File: config.mk
export PLATFORM = sky130hd
export DESIGN_NAME = rr_decoder_arbiter
export DESIGN_NICKNAME = d
export VERILOG_FILES = /design/src/rtl/rr_decoder_arbiter.sv
export SDC_FILE = /design/constraint.sdc
export NUM_CORES = 1
export LEC_CHECK = 0
export ABC_AREA = 1
export BUFFER_PORTS_ARGS = -buffer_cell sky130_fd_sc_hd__buf_4
export CAP_MARGIN = 5
export CORE_AREA = 3 3 70 72
export CTS_CLUSTER_SIZE = 8
export DETAILED_ROUTE_END_ITERATION = 6
export DIE_AREA = 0 0 73 75
export PLACE_DENSITY = 0.67
export SYNTH_ARGS = -nofsm -noshare
export SYNTH_HDL_FRONTEND = slang
export SYNTH_SLANG_ARGS = --single-unit
File: constraint.sdc
create_clock -name clk -period 3.5 [get_ports clk]
set_input_delay 0.35 -clock clk [delete_from_list [all_inputs] [get_ports clk]]
set_output_delay 0.35 -clock clk [all_outputs]
set_load 0.02 [all_outputs]
File: src/rtl/rr_decoder_arbiter.sv
// rr_decoder_arbiter
//   Round-robin arbiter that shares a single 3-to-8 one-hot select path
//   among 8 requesters. The winning index and the grant-valid flag are
//   registered, and the one-hot grant is decoded from that registered state.
//   A holder keeps the grant until it drops its request. When the optional
//   timeout is built in, a holder can also be pre-empted.
//
// Build option
//   ARB_TIMEOUT_EN  when defined, a holder that has kept the grant for
//                   MAX_HOLD cycles is pre-empted if anyone else is waiting.
//                   When undefined, preempt is tied low and no hold counter
//                   exists.
//
// Parameters
//   MAX_HOLD  consecutive grant cycles before pre-emption (2..255)
//   CNT_W     hold counter width, 2**CNT_W > MAX_HOLD
//
// Ports
//   clk        clock, rising edge
//   rst_n      synchronous active-low reset
//   arb_en     1 allows new grants to be issued
//   req[7:0]   level-sensitive requests, bit i = requester i
//   grant_vld  a grant is active (registered)
//   grant_idx  binary index of the current holder (registered)
//   grant_oh   one-hot of grant_idx, all zero when grant_vld is 0
//   preempt    one-cycle pulse when a grant is revoked by timeout
module rr_decoder_arbiter #(
  parameter int MAX_HOLD = 16,
  parameter int CNT_W    = 8
) (
  input  logic       clk,
  input  logic       rst_n,
  input  logic       arb_en,
  input  logic [7:0] req,
  output logic       grant_vld,
  output logic [2:0] grant_idx,
  output logic [7:0] grant_oh,
  output logic       preempt
);

  typedef enum logic {IDLE, BUSY} state_t;

  state_t     state, state_nxt;
  logic [2:0] ptr, ptr_nxt;
  logic [2:0] idx_nxt;
  logic       vld_nxt;
  logic [7:0] holder_bit;
  logic [7:0] others;
  logic       holder_req;

`ifdef ARB_TIMEOUT_EN
  logic [CNT_W-1:0] hold_cnt, hold_cnt_nxt;
  logic             preempt_nxt;
`endif

  // Reject configurations where the hold counter cannot reach MAX_HOLD-1.
  if (MAX_HOLD < 2 || MAX_HOLD > 255 || (2 ** CNT_W) <= MAX_HOLD) begin : g_bad_cfg
    $error("rr_decoder_arbiter: illegal MAX_HOLD/CNT_W combination");
  end

  // Return the first index with its mask bit set, scanning from start
  // upward and wrapping modulo 8.
  function automatic logic [2:0] pick(input logic [2:0] start, input logic [7:0] mask);
    logic [2:0] cand;
    logic       found;
    pick  = start;
    found = 1'b0;
    for (int k = 0; k < 8; k++) begin
      cand = start + 3'(k);
      if (!found && mask[cand]) begin
        pick  = cand;
        found = 1'b1;
      end
    end
  endfunction

  assign holder_bit = 8'h01 << grant_idx;
  assign others     = req & ~holder_bit;
  assign holder_req = req[grant_idx];

  // The grant is decoded from registered state only, so it cannot glitch.
  assign grant_oh = grant_vld ? holder_bit : 8'h00;

`ifndef ARB_TIMEOUT_EN
  assign preempt = 1'b0;
`endif

  // Next-state logic. On a release the scan begins at holder+1. Because
  // the releasing holder has its request bit low at that edge, it can never
  // be picked again immediately.
  always_comb begin
    state_nxt = state;
    idx_nxt   = grant_idx;
    vld_nxt   = grant_vld;
    ptr_nxt   = ptr;
`ifdef ARB_TIMEOUT_EN
    hold_cnt_nxt = hold_cnt;
    preempt_nxt  = 1'b0;
`endif
    case (state)
      IDLE: begin
        if (arb_en && (|req)) begin
          idx_nxt   = pick(ptr, req);
          vld_nxt   = 1'b1;
          state_nxt = BUSY;
`ifdef ARB_TIMEOUT_EN
          hold_cnt_nxt = '0;
`endif
        end
      end
      BUSY: begin
        if (!holder_req) begin
          ptr_nxt = grant_idx + 3'd1;
          if (arb_en && (|others)) begin
            idx_nxt = pick(grant_idx + 3'd1, req);
`ifdef ARB_TIMEOUT_EN
            hold_cnt_nxt = '0;
`endif
          end else begin
            vld_nxt   = 1'b0;
            state_nxt = IDLE;
          end
        end else begin
`ifdef ARB_TIMEOUT_EN
          // At the timeout point the counter restarts whether or not
          // anyone else is waiting. The holder loses the grant only when
          // there is another requester.
          if (arb_en && (hold_cnt == CNT_W'(MAX_HOLD - 1))) begin
            hold_cnt_nxt = '0;
            if (|others) begin
              preempt_nxt = 1'b1;
              idx_nxt     = pick(grant_idx + 3'd1, others);
              ptr_nxt     = grant_idx + 3'd1;
            end
          end else if (hold_cnt != {CNT_W{1'b1}}) begin
            hold_cnt_nxt = hold_cnt + 1'b1;
          end
`endif
        end
      end
      default: begin
        state_nxt = IDLE;
        vld_nxt   = 1'b0;
      end
    endcase
  end

  // State register. Reset takes priority over any grant in progress.
  always_ff @(posedge clk) begin
    if (!rst_n) begin
      state     <= IDLE;
      grant_vld <= 1'b0;
      grant_idx <= 3'd0;
      ptr       <= 3'd0;
`ifdef ARB_TIMEOUT_EN
      hold_cnt  <= '0;
      preempt   <= 1'b0;
`endif
    end else begin
      state     <= state_nxt;
      grant_vld <= vld_nxt;
      grant_idx <= idx_nxt;
      ptr       <= ptr_nxt;
`ifdef ARB_TIMEOUT_EN
      hold_cnt  <= hold_cnt_nxt;
      preempt   <= preempt_nxt;
`endif
    end
  end

endmodule

==> metrics.csv <==
metric,value,unit
synth_enable_flop_cells,0,
gp_congestion,0.863,
reg2reg_slack,0.52,ns
synth_top_area_cell,nand2_1,
worstPathRequired,3.66,ns
fp.dieW,73,um
min-delay-start,rst_n,
n_antenna_cell,0,
clkSinkCount,8,
rsz0062_at_grt,no,
slew_violations,0,
hp-class,input port to flop,
fin_crit,2.98,ns
worstHoldEndpoint,state,
grt_max_degree,17,
postSynth.asyncResetShare,0,
port_buffers,22,
critPathLaunchType,flop,
area_growth,9.65,%
yosysSeqAreaShare,0.0758,
syn_nets,398,
final_common_cell,nand2_1,
clk_transition_reported_paths,0.04,ns
clock_skew,0.00224,ns
path_class,flop to flop,
nets,418,
hpwl,4590,um
whs_path_depth,3,
grt_pass1_vias,2072,
wl_per_cell,12.9,um
fmax,336,MHz
status,completed,
synth.distinct_cells,40,
postRouteAntennaNets,0,
wl,5760,um
yosys_warnings,0,
timing.final.crit_share,0.851,
postSynthCellCount,377,
max_cap_viol_count,0,
clk_latency,0.23,ns
drc,0,
dr.pass1.iters,4,
fillers,468,
core_area,4350,um^2
drt_iter0_drc,108,
r2r_cells,17,
cts_tree,yes,
drive_gt1_frac,0.190,
antenna_found_initial,0,
cts_resized,0,
worst-endpoint-arrival,3.14,ns
syn_area_per_cell,5.61,um^2
viasPerCell,5.25,
synth_area,2110,um^2
grt_usage,0.219,
synth-seq-cells,8,
postCtsSetupBuffers,0,
end_kind,flop,
root_buffer,clkbuf_8,
layout_common_cells,"nand2_1, nand3_1, inv_1",
r2r_start,grant_idx[2],
cp_max_fo,11,
vias,2346,
tightest_slew,0.657,ns
synthTopCellsByArea,"nand2_1, nand3_1, dfxtp_1, inv_1, ha_1",
die_area,5480,um^2
htree_levels,1,
grt_pass1_wl,9540,um
cts_buffers,3,
die_h,75,um
finalHoldViolations,0,
worstReg2RegEnd,grant_idx[1],
grt.overflow.total,0,
setup_viol,0,
synth_top_cell_area_share,0.236,
relSlewSlack,0.557,
io_pins,24,
fp-row-count,24,
max-clock-path-buffers,2,
start_util,0.485,
synth_top_flop_cell,dfxtp_1,
tns,0,ns
hold_buffers,0,
==> cell families (layout without fill, tap and decap cells) <==
group,after synthesis,count (layout),share of synthesized area
compound gates,47,47,0.127
buf+inv,56,74,0.127
simple gates,246,246,0.561
fa+ha+maj,10,10,0.0592
flops,8,8,0.0758
other cells,1,1,0.00177
xor+xnor,9,9,0.0480
==> critical path, stage by stage, from the launching register on <==
cell and delay, ns:
dfxtp_1 0.53, inv_1 0.21, ha_1 0.51, xnor2_1 0.39, nand2_1 0.11, nand2_1 0.12, nand3_2 0.14, nor2_4 0.13
nand2_1 0.07, nor2_2 0.13, nand2_1 0.10, o21ai_1 0.10, inv_1 0.06, nand2_1 0.05, nand2_1 0.04, nand2_1 0.05
nand2_1 0.05, a21oi_1 0.12
==> through the flow <==
stage,setup WS (ns),instances,hold WS [ns],utilization,area (um^2)
after floorplan,0.807,377,0.473,-,2110
after global placement,0.574,444,0.618,0.523,2280
after detailed placement,0.544,444,0.604,0.523,2280
after CTS,0.518,447,0.387,0.532,2320
after global routing,0.219,447,0.410,0.532,2320
final,0.521,447,0.394,0.532,2320
==> worst max-delay path by stage <==
| stage | start | to | slack, ns |
|---|---|---|---|
| 3_5_place_dp | grant_idx[2] | grant_idx[2] | 0.54 |
| 5_1_grt | grant_idx[2] | grant_idx[0] | 0.22 |
| 4_1_cts | grant_idx[2] | grant_idx[1] | 0.52 |
| 2_1_floorplan | grant_idx[2] | grant_idx[0] | 0.81 |
| 6_report | grant_idx[2] | grant_idx[1] | 0.52 |
| 3_3_place_gp | grant_idx[2] | grant_idx[1] | 0.57 |
==> area by class of cell <==
class,instances,area (um^2),area share
sequential,8,160,0.0691
multi-input combinational,313,1680,0.727
inverter,45,171,0.0740
tap,52,65.1,0.0281
timing repair buffer,26,195,0.0842
clock buffer,3,41.3,0.0178
==> cells in the mapped netlist (6+ instances only) <==
| cell type | count |
|---|---|
| nand2_4 | 6 |
| nor2_1 | 18 |
| dfxtp_1 | 8 |
| nand3_2 | 9 |
| nand2_2 | 14 |
| a21oi_1 | 14 |
| nand2_1 | 133 |
| nor3_1 | 6 |
| ha_1 | 10 |
| o21ai_0 | 17 |
| nand3_1 | 48 |
| inv_1 | 40 |
==> layer usage <==
layer  wire (um)  GRT usage  vias up  share of wire
met5           0          0        -              0
met4          28     0.0533        0         0.0049
met3         261    0.00801        2          0.045
met2        2960      0.428       51           0.51
met1        2510      0.262     1045           0.44
li1            -          -     1248              -
==> sequential cells by signal (all words and copies together), names as in the netlist <==
register and cells:
state 1, grant_vld 1, ptr 3, grant_idx 3
Power is left out: the tool's default activity adds up to more than one toggle a clock period on the data nets, which glitch-free logic cannot reach.
